$ cat src/rtl/csb_pkg.sv
// Shared definitions for the ultrasonic ranging block: FSM encoding,
// result constants, default timing and a counter-width helper.
package csb_pkg;

  typedef enum logic [2:0] {
    S_IDLE      = 3'd0,
    S_TRIG      = 3'd1,
    S_WAIT_ECHO = 3'd2,
    S_MEASURE   = 3'd3,
    S_DONE      = 3'd4,
    S_HOLDOFF   = 3'd5
  } csb_state_e;

  localparam logic [15:0] CSB_OUT_OF_RANGE = 16'hFFFF;
  localparam logic [15:0] CSB_CM_MAX       = 16'hFFFE;

  localparam int unsigned CSB_CLK_HZ_DEF     = 50_000_000;
  localparam int unsigned CSB_TRIG_US_DEF    = 10;
  localparam int unsigned CSB_CM_US_DEF      = 58;
  localparam int unsigned CSB_TIMEOUT_US_DEF = 30_000;
  localparam int unsigned CSB_PERIOD_US_DEF  = 60_000;

  // Bits needed to hold values 0..v, never fewer than min_w.
  function automatic int unsigned csb_width(input int unsigned v, input int unsigned min_w);
    int unsigned w;
    w = $clog2(v + 1);
    return (w < min_w) ? min_w : w;
  endfunction

endpackage

$ cat src/rtl/csb_us_tick.sv
// Free-running 1 us strobe: one-cycle pulse every CLK_HZ/1_000_000 clocks.
module csb_us_tick
  import csb_pkg::*;
#(
  parameter int unsigned CLK_HZ = CSB_CLK_HZ_DEF
) (
  input  logic Clk,
  input  logic Rst,
  output logic Tick
);

  localparam int unsigned DIV = (CLK_HZ >= 1_000_000) ? CLK_HZ / 1_000_000 : 1;
  localparam int unsigned CW  = csb_width(DIV - 1, 1);

  logic [CW-1:0] r_cnt;
  logic          r_tick;

  always_ff @(posedge Clk) begin
    if (Rst) begin
      r_cnt  <= '0;
      r_tick <= 1'b0;
    end else if (r_cnt == CW'(DIV - 1)) begin
      r_cnt  <= '0;
      r_tick <= 1'b1;
    end else begin
      r_cnt  <= r_cnt + 1'b1;
      r_tick <= 1'b0;
    end
  end

  assign Tick = r_tick;

endmodule

$ cat src/rtl/csb_ranging.sv
// Ultrasonic range finder controller: periodic trigger, echo width
// measurement in 1 us ticks, conversion to whole centimetres.
module csb_ranging
  import csb_pkg::*;
#(
  parameter int unsigned CLK_HZ     = CSB_CLK_HZ_DEF,
  parameter int unsigned TRIG_US    = CSB_TRIG_US_DEF,
  parameter int unsigned CM_US      = CSB_CM_US_DEF,
  parameter int unsigned TIMEOUT_US = CSB_TIMEOUT_US_DEF,
  parameter int unsigned PERIOD_US  = CSB_PERIOD_US_DEF
) (
  input  logic        Clk,
  input  logic        Rst,
  input  logic        En,
  input  logic        Echo,
  output logic        Trig,
  output logic [15:0] CSB_data,
  output logic        CSB_valid
);

  localparam int unsigned PW = csb_width(PERIOD_US + TRIG_US + TIMEOUT_US, 16);
  localparam int unsigned TW = csb_width(TIMEOUT_US, 16);
  localparam int unsigned SW = csb_width(CM_US, 1);

  logic w_tick;

  csb_us_tick #(.CLK_HZ(CLK_HZ)) u_us_tick (
    .Clk  (Clk),
    .Rst  (Rst),
    .Tick (w_tick)
  );

  // Echo synchroniser followed by a registered edge detector
  logic r_sync1, r_sync2, r_echo_d, r_rise, r_fall;

  always_ff @(posedge Clk) begin
    if (Rst) begin
      r_sync1  <= 1'b0;
      r_sync2  <= 1'b0;
      r_echo_d <= 1'b0;
      r_rise   <= 1'b0;
      r_fall   <= 1'b0;
    end else begin
      r_sync1  <= Echo;
      r_sync2  <= r_sync1;
      r_echo_d <= r_sync2;
      r_rise   <= r_sync2 & ~r_echo_d;
      r_fall   <= ~r_sync2 & r_echo_d;
    end
  end

  csb_state_e      r_state, w_state_nxt;
  logic [PW-1:0]   r_period;
  logic [TW-1:0]   r_tmo;
  logic [SW-1:0]   r_sub, w_sub_base;
  logic [15:0]     r_cm, w_cm_base;
  logic            w_meas_start;
  logic            w_load;
  logic [15:0]     w_load_val;
  logic            r_trig, r_valid;
  logic [15:0]     r_data;

  always_ff @(posedge Clk) begin
    if (Rst) r_state <= S_IDLE;
    else     r_state <= w_state_nxt;
  end

  always_comb begin
    w_state_nxt  = r_state;
    w_meas_start = 1'b0;
    w_load       = 1'b0;
    w_load_val   = r_data;
    case (r_state)
      S_IDLE: begin
        if (En && w_tick) w_state_nxt = S_TRIG;
      end
      S_TRIG: begin
        if (w_tick && r_period == PW'(TRIG_US - 1)) w_state_nxt = S_WAIT_ECHO;
      end
      S_WAIT_ECHO: begin
        if (r_rise) begin
          w_state_nxt  = S_MEASURE;
          w_meas_start = 1'b1;
        end else if (w_tick && r_tmo == TW'(TIMEOUT_US - 1)) begin
          w_state_nxt = S_DONE;
          w_load      = 1'b1;
          w_load_val  = CSB_OUT_OF_RANGE;
        end
      end
      S_MEASURE: begin
        if (r_fall) begin
          w_state_nxt = S_DONE;
          w_load      = 1'b1;
          w_load_val  = r_cm;
        end else if (w_tick && r_tmo == TW'(TIMEOUT_US - 1)) begin
          w_state_nxt = S_DONE;
          w_load      = 1'b1;
          w_load_val  = CSB_OUT_OF_RANGE;
        end
      end
      S_DONE: begin
        w_state_nxt = S_HOLDOFF;
      end
      S_HOLDOFF: begin
        // Leaving one tick early lets IDLE's tick wait land exactly on the period
        if (r_period >= PW'(PERIOD_US - 1)) w_state_nxt = S_IDLE;
      end
      default: w_state_nxt = S_IDLE;
    endcase
  end

  // Ticks since the trigger rising edge; drives trigger width and holdoff
  always_ff @(posedge Clk) begin
    if (Rst || r_state == S_IDLE) r_period <= '0;
    else if (w_tick && r_period != '1) r_period <= r_period + 1'b1;
  end

  always_ff @(posedge Clk) begin
    if (Rst || r_state == S_TRIG || w_meas_start) r_tmo <= '0;
    else if (w_tick && r_tmo != '1)              r_tmo <= r_tmo + 1'b1;
  end

  // The start edge counts too, so an N-cycle echo always spans exactly N/DIV ticks
  always_comb begin
    w_sub_base = w_meas_start ? '0 : r_sub;
    w_cm_base  = w_meas_start ? '0 : r_cm;
  end

  always_ff @(posedge Clk) begin
    if (Rst) begin
      r_sub <= '0;
      r_cm  <= '0;
    end else if (w_meas_start || r_state == S_MEASURE) begin
      if (w_tick && w_sub_base == SW'(CM_US - 1)) begin
        r_sub <= '0;
        r_cm  <= (w_cm_base == CSB_CM_MAX) ? w_cm_base : w_cm_base + 16'd1;
      end else if (w_tick) begin
        r_sub <= w_sub_base + 1'b1;
        r_cm  <= w_cm_base;
      end else begin
        r_sub <= w_sub_base;
        r_cm  <= w_cm_base;
      end
    end
  end

  always_ff @(posedge Clk) begin
    if (Rst) begin
      r_trig  <= 1'b0;
      r_valid <= 1'b0;
      r_data  <= 16'h0000;
    end else begin
      r_trig  <= (w_state_nxt == S_TRIG);
      r_valid <= (w_state_nxt == S_DONE);
      if (w_load) r_data <= w_load_val;
    end
  end

  assign Trig      = r_trig;
  assign CSB_valid = r_valid;
  assign CSB_data  = r_data;

endmodule

$ cat config.mk
export PLATFORM = sky130hd
export DESIGN_NAME = csb_ranging
export DESIGN_NICKNAME = d
export VERILOG_FILES = /design/src/rtl/csb_pkg.sv /design/src/rtl/csb_us_tick.sv /design/src/rtl/csb_ranging.sv
export SDC_FILE = /design/constraint.sdc
export NUM_CORES = 1
export LEC_CHECK = 0
export CELL_PAD_IN_SITES_DETAIL_PLACEMENT = 0
export CELL_PAD_IN_SITES_GLOBAL_PLACEMENT = 1
export CORE_MARGIN = 2
export CORE_UTILIZATION = 47
export CTS_BUF_LIST = sky130_fd_sc_hd__clkbuf_2 sky130_fd_sc_hd__clkbuf_4 sky130_fd_sc_hd__clkbuf_8
export DETAILED_ROUTE_END_ITERATION = 6
export GPL_TIMING_DRIVEN = 0
export PLACE_DENSITY = 0.87
export SLEW_MARGIN = 40
export SYNTH_ARGS = -nofsm -noshare
export SYNTH_HDL_FRONTEND = slang
export SYNTH_SLANG_ARGS = --single-unit
$ cat constraint.sdc
create_clock -name Clk -period 3.7 [get_ports Clk]
set_clock_uncertainty 0.1 [all_clocks]
set_input_delay 0.37 -clock Clk [delete_from_list [all_inputs] [get_ports Clk]]
set_output_delay 0.37 -clock Clk [all_outputs]
set_load 0.05 [all_outputs]
---- After elaboration in Yosys (flattened, before gate mapping) ----
Index checks and enable logic that the tools add are counted.
cells by class
  add/subtract/negate cells ............... 5
  magnitude comparators ................... 1
  equality and inequality tests ........... 15
  multiplexer cells ....................... 24
  bitwise operators ....................... 4
  reductions and logical operators ........ 14
operators by type and width
  cell                     number
  $mux W16                 6
  $add A16 B1 Y16 const B  2
  $pmux W16 S2             1
  $mux W3                  6
  $mux W6                  3
  $pmux W3 S6              1
  $add A17 B1 Y17 const B  1
  $eq A17 B4 Y1 const B    1
  $ge A17 B16 Y1 const B   1
  $ne A17 B17 Y1 const B   1
  $eq A16 B15 Y1 const B   1
  $eq A16 B16 Y1 const B   1
  $ne A16 B16 Y1 const B   1
  $add A6 B1 Y6 const B    2
  $eq A6 B6 Y1 const B     2
  $eq A3 B3 Y1 const B     3
  $eq A3 B1 Y1 const B     2
  $eq A3 B2 Y1 const B     2
  $logic_and A1 B1 Y1      6
  $mux W1                  6
  $logic_or A1 B1 Y1       4
  $logic_not A3 Y1         1
  $reduce_and A3 Y1        1
  $and A1 B1 Y1            2
  5 further kinds          6
storage, ports and cells
  register bits after elaboration ......... 88
  input bits .............................. 4
  output and inout port bits .............. 18
  logic and storage cells ................. 78

---- Longest topological paths before layout ----
  word-level depth ........................ 6
  gate-level depth with buffers ........... 13
  mapped depth without buffers ............ 10

---- Cells and area by module ----
Synthesis repeated with hierarchy kept, for this count alone.
second synthesis, totals
  cell total of the unflattened synthesis .. 503
  area total of the unflattened synthesis .. 4295.4 µm²
by module, submodules not included
  module       times used  cells an instance  area an instance (µm²)  seq. area each (µm²)
  csb_ranging  1           475                4015.1                  1621.6
  csb_us_tick  1           28                 280.3                   140.1

---- Worst setup path after synthesis ----
Ideal clock, no wire load.
  path kind ............................... register to register
  from .................................... register r_state[2]
  to ...................................... register r_cm[9]
  setup time .............................. 0.071 ns
  arrival time ............................ 2.599 ns
  data required time ...................... 3.529 ns
  path slack .............................. 0.930 ns
  stages on the path, launching flop included .. 14
  path buffers ............................ 4
  period minus slack after synthesis ...... 2.770 ns
  path through ............................ dfxtp_1 > buf_6 > nand4bb_1 > clkbuf_1 > clkbuf_1 > nand2_1 > inv_1 > ha_1 > nand4b_1 > nor3_4 > nand4_2 > buf_6 > or4_1 > a21oi_1
on the way
  longest elaborated chain between the ends .. 6
  elaborated cells between the ends (all ways) .. 12
  classes of those cells .................. 1 x add/sub; 4 x eq/ne; 5 x mux; 2 x reduce/logical
ends and longest elaborated chain
  element                                          RTL line                                source
  from (decl)                                      csb_ranging.sv:52                       csb_state_e r_state, w_state_nxt;
  from (signal assigned)                           csb_ranging.sv:65                       else r_state <= w_state_nxt;
  $eq A3 B2 Y1                                     csb_ranging.sv:73                       case (r_state)
  $mux W1                                          csb_ranging.sv:73
  $mux W16 or $mux W6 (tied branches)              csb_ranging.sv:126, csb_ranging.sv:125
  $add A16 B1 Y16 (tied with other cells)          csb_ranging.sv:136                      r_cm <= (w_cm_base == CSB_CM_MAX) ? w_cm_base : w_cm_base + 16'd1;
  $mux W16 or $logic_and A1 B1 Y1 (tied branches)  csb_ranging.sv:136, csb_ranging.sv:134
  $mux W16                                         csb_ranging.sv:134                      if (w_tick && w_sub_base == SW'(CM_US - 1)) begin
  to (signal assigned)                             csb_ranging.sv:136
  to (signal assigned)                             csb_ranging.sv:139                      r_cm <= w_cm_base;
  to (signal assigned)                             csb_ranging.sv:142                      r_cm <= w_cm_base;
  to (decl)                                        csb_ranging.sv:56                       logic [15:0] r_cm, w_cm_base;
Parallel ways exist; a longest one is shown, timed or not.
A chain may end at the register's enable or synchronous reset.

---- Final worst setup path ----
  from .................................... register r_state[0]
  to ...................................... register r_cm[15]
Same word-level chain as after synthesis.

==> impl_results.md <==
- Die Y: 98.5 um
- Top post-synthesis cells by area: dfxtp_1 42%, nor2_1 8.4%, xor2_1 4.8%
- Share of post-route cells with drive strength above 1: 5.30%
- Number of buffers created by CTS: 9
- Clk sink count: 88
- RSZ-0062 raised after global routing: false
- Critical Path AT: 3.56 ns
- Yosys Warn Count: 0
- Diodes inserted: 0
- FF+latch area: 0.00176 mm2
- EDFF count, synth: 0
- Syn nets: 524
- Crit Path Category: reg -> reg
- Comb pwr share: 3.1%
- Post-DP Area: 0.00454 mm2
- Status: completed
- Worst hold path type: reg -> reg
- Vias per inst: 5.71
- Die Footprint: 0.00970 mm2
- Layout Nets: 556
- CTS tree: built
- Area taken by multi-input logic gates: 0.00227 mm2
- Core ar.: 0.00868 mm2
- Slew @ Worst Pin: 0.784 ns
- Initial antenna violation count: 0
- Placed cells: 639
- # Post-CTS Setup Buffers: 0
- Max-Cap Viols: 0
- Total Power: 1.70 mW
- All-Layer GR Usage: 20.8%
- Syn Area/Cell: 8.23 um2
- Post-DRT Antenna Nets: 0
- Setup WS post-layout: 0.322 ns
- Area Overhead vs Synth: 13.2%
- Initial Util: 48.4%
- Async S/R FF share, synth: 0%
- Most common cell after layout, fill and taps aside: nor2_1
- Seq/Total Area, Yosys: 42.0%
- Post-Syn Instances: 510
- Share of the synthesized area in the top cell type: 42.0%
- Biggest cell delay along the critical path: 0.47 ns
- Switch Pwr: 379 uW
- Max_slew headroom: 47.2%
- Final WL: 9490 um
- PD cells: 357 mW/mm2
- Leading area contributor after synthesis: dfxtp_1
- DR WL/cell: 14.5 um
- Seq pwr share: 56.5%
- Iter 0 DRT Violations: 172
- Clock Latency Late Sink: 0.36 ns
- Filler cell count: 831
- Critical-path cell list: nand4bb_1, clkbuf_1, clkbuf_2, nand2_1, inv_1, ha_1, nand4b_1, nor3_4, nand4_2, buf_6, or4_1, a21oi_1
- Final Max Slew Viols: 0
- Minimum clock period: 3.38 ns
- Post-route cell area: 0.00475 mm2
- Non-Filler Instances: 655
- CP Launch Type: flop
- Io pins: 22
- TNS Setup: 0 ns
- Req. time, crit path: 3.89 ns
- Largest net degree at the start of global routing: 15
- Rows: 34
- Max VDD drop: 198 uV
- Final Hold Violating Endpoints: 0
- Buffer depth of the longest clock path: 2
- First-pass GRT wire length: 16600 um
- WHS: 0.315 ns
- CTS clk-pin slew, worst paths: 0.08 ns
- Worst Setup End Kind: flop
- Number of synthesized register bits: 88
- GPL Wtd Cong: 0.844
- Switching portion of total power: 22.3%
- CP max-delay cell: or4_1
- Vias: 3739
- Die width: 98.5 um
- Total grt overflow: 0
- Top FF cell, synth: dfxtp_1
- Max Fclk: 296 MHz
- Hold bufs inserted after CTS: 0
- Period utilization: 91.3%
- CP max FO: 10
- Number of global-route vias before repair: 3522
- Hpwl dp: 6990 um
- Most frequent cells in the layout: 94 x nor2_1, 88 x dfxtp_1, 43 x nand2_1
- H-tree Lvls: 3
- Synthesized area: 0.00420 mm2
- # port buffers: 21
- Cell variety after synth: 54
- Root Buffer: clkbuf_8
- P_int: 1.32 mW
- DP Worst Slack: 0.245 ns
- Post-layout util: 54.7%
- Cts repair resizes: 0
- Power share of the clock group: 40.4%
- First drt pass iteration count: 5
- Drc violations: 0
- Final setup fails: 0
- LEAKAGE: 1.70 nW
==> cell type report <==
cell class / instances / area share, %
Clock inverter: 4 / 1.13
Inverter: 10 / 0.790
Multi-Input combinational cell: 387 / 47.9
Sequential cell: 88 / 37.1
Tap cell: 108 / 2.85
Clock buffer: 12 / 3.21
Buffer: 25 / 2.61
Timing Repair Buffer: 21 / 4.43
==> worst max-delay path, delay by kind of cell (launching register included) <==
family,cells,cell delay (ns)
AO/OA/AOI/OAI,1,0.14
flip-flops,1,0.46
AND/OR/NAND/NOR,6,1.49
adder cells (fa/ha/maj),1,0.15
buffers and inverters,4,0.96
==> flip-flops by register name (all words and copies together) (netlist names), 3 cells and up <==
signal,flops
r_period,17
CSB_data,16
r_cm,16
r_tmo,16
r_sub,6
u_us_tick.r_cnt,6
r_state,3
==> synthesized netlist by cell type (all sizes together) (7+ instances only) <==
library cell and instances:
ha 10, o21ai 13, and3 10, dfxtp 88
nor2b 7, nand2 43, buf 8, a21oi 21
inv 10, xor2 23, nor3 28, nand3 22
clkbuf 17, xnor2 10, nor2 94, nand4 22
o211ai 7
==> power groups by stage <==
stage	Sequential [mW]	Combinational [mW]	Clock (mW)
after floorplan	0.983	0.0316	0
after detailed placement	0.981	0.0527	0
after global placement	0.981	0.0523	0
final	0.958	0.0525	0.685
after CTS	0.958	0.0529	0.705
after global routing	0.960	0.0587	0.748
==> cells by family after synthesis <==
group	Yosys count	share of synthesized area (%)
adder cells (fa/ha/maj)	10	2.98
buffers and inverters	35	3.82
multiplexers	2	0.477
AO/OA/AOI/OAI	67	10.4
XOR/XNOR	33	6.89
flip-flops	88	42.0
AND/OR/NAND/NOR	275	33.5
==> routing by layer <==
layer,routed length (um),track usage [%],up-vias
met3,373,3.76,13
met4,170,8.22,0
met1,4540,28.5,1774
met5,0,0,-
li1,-,-,1866
met2,4410,32.8,86
==> worst paths after layout <==
check | from | to | slack (ns) | cells after the start
hold reg to reg | r_echo_d | r_rise | 0.31 | 1
setup / recovery | r_state[0] | r_cm[15] | 0.32 | 12
setup reg to reg | r_state[0] | r_cm[15] | 0.32 | 12
hold / removal | r_echo_d | r_rise | 0.31 | 1
Note: power is estimated with default switching activity, not from simulation.
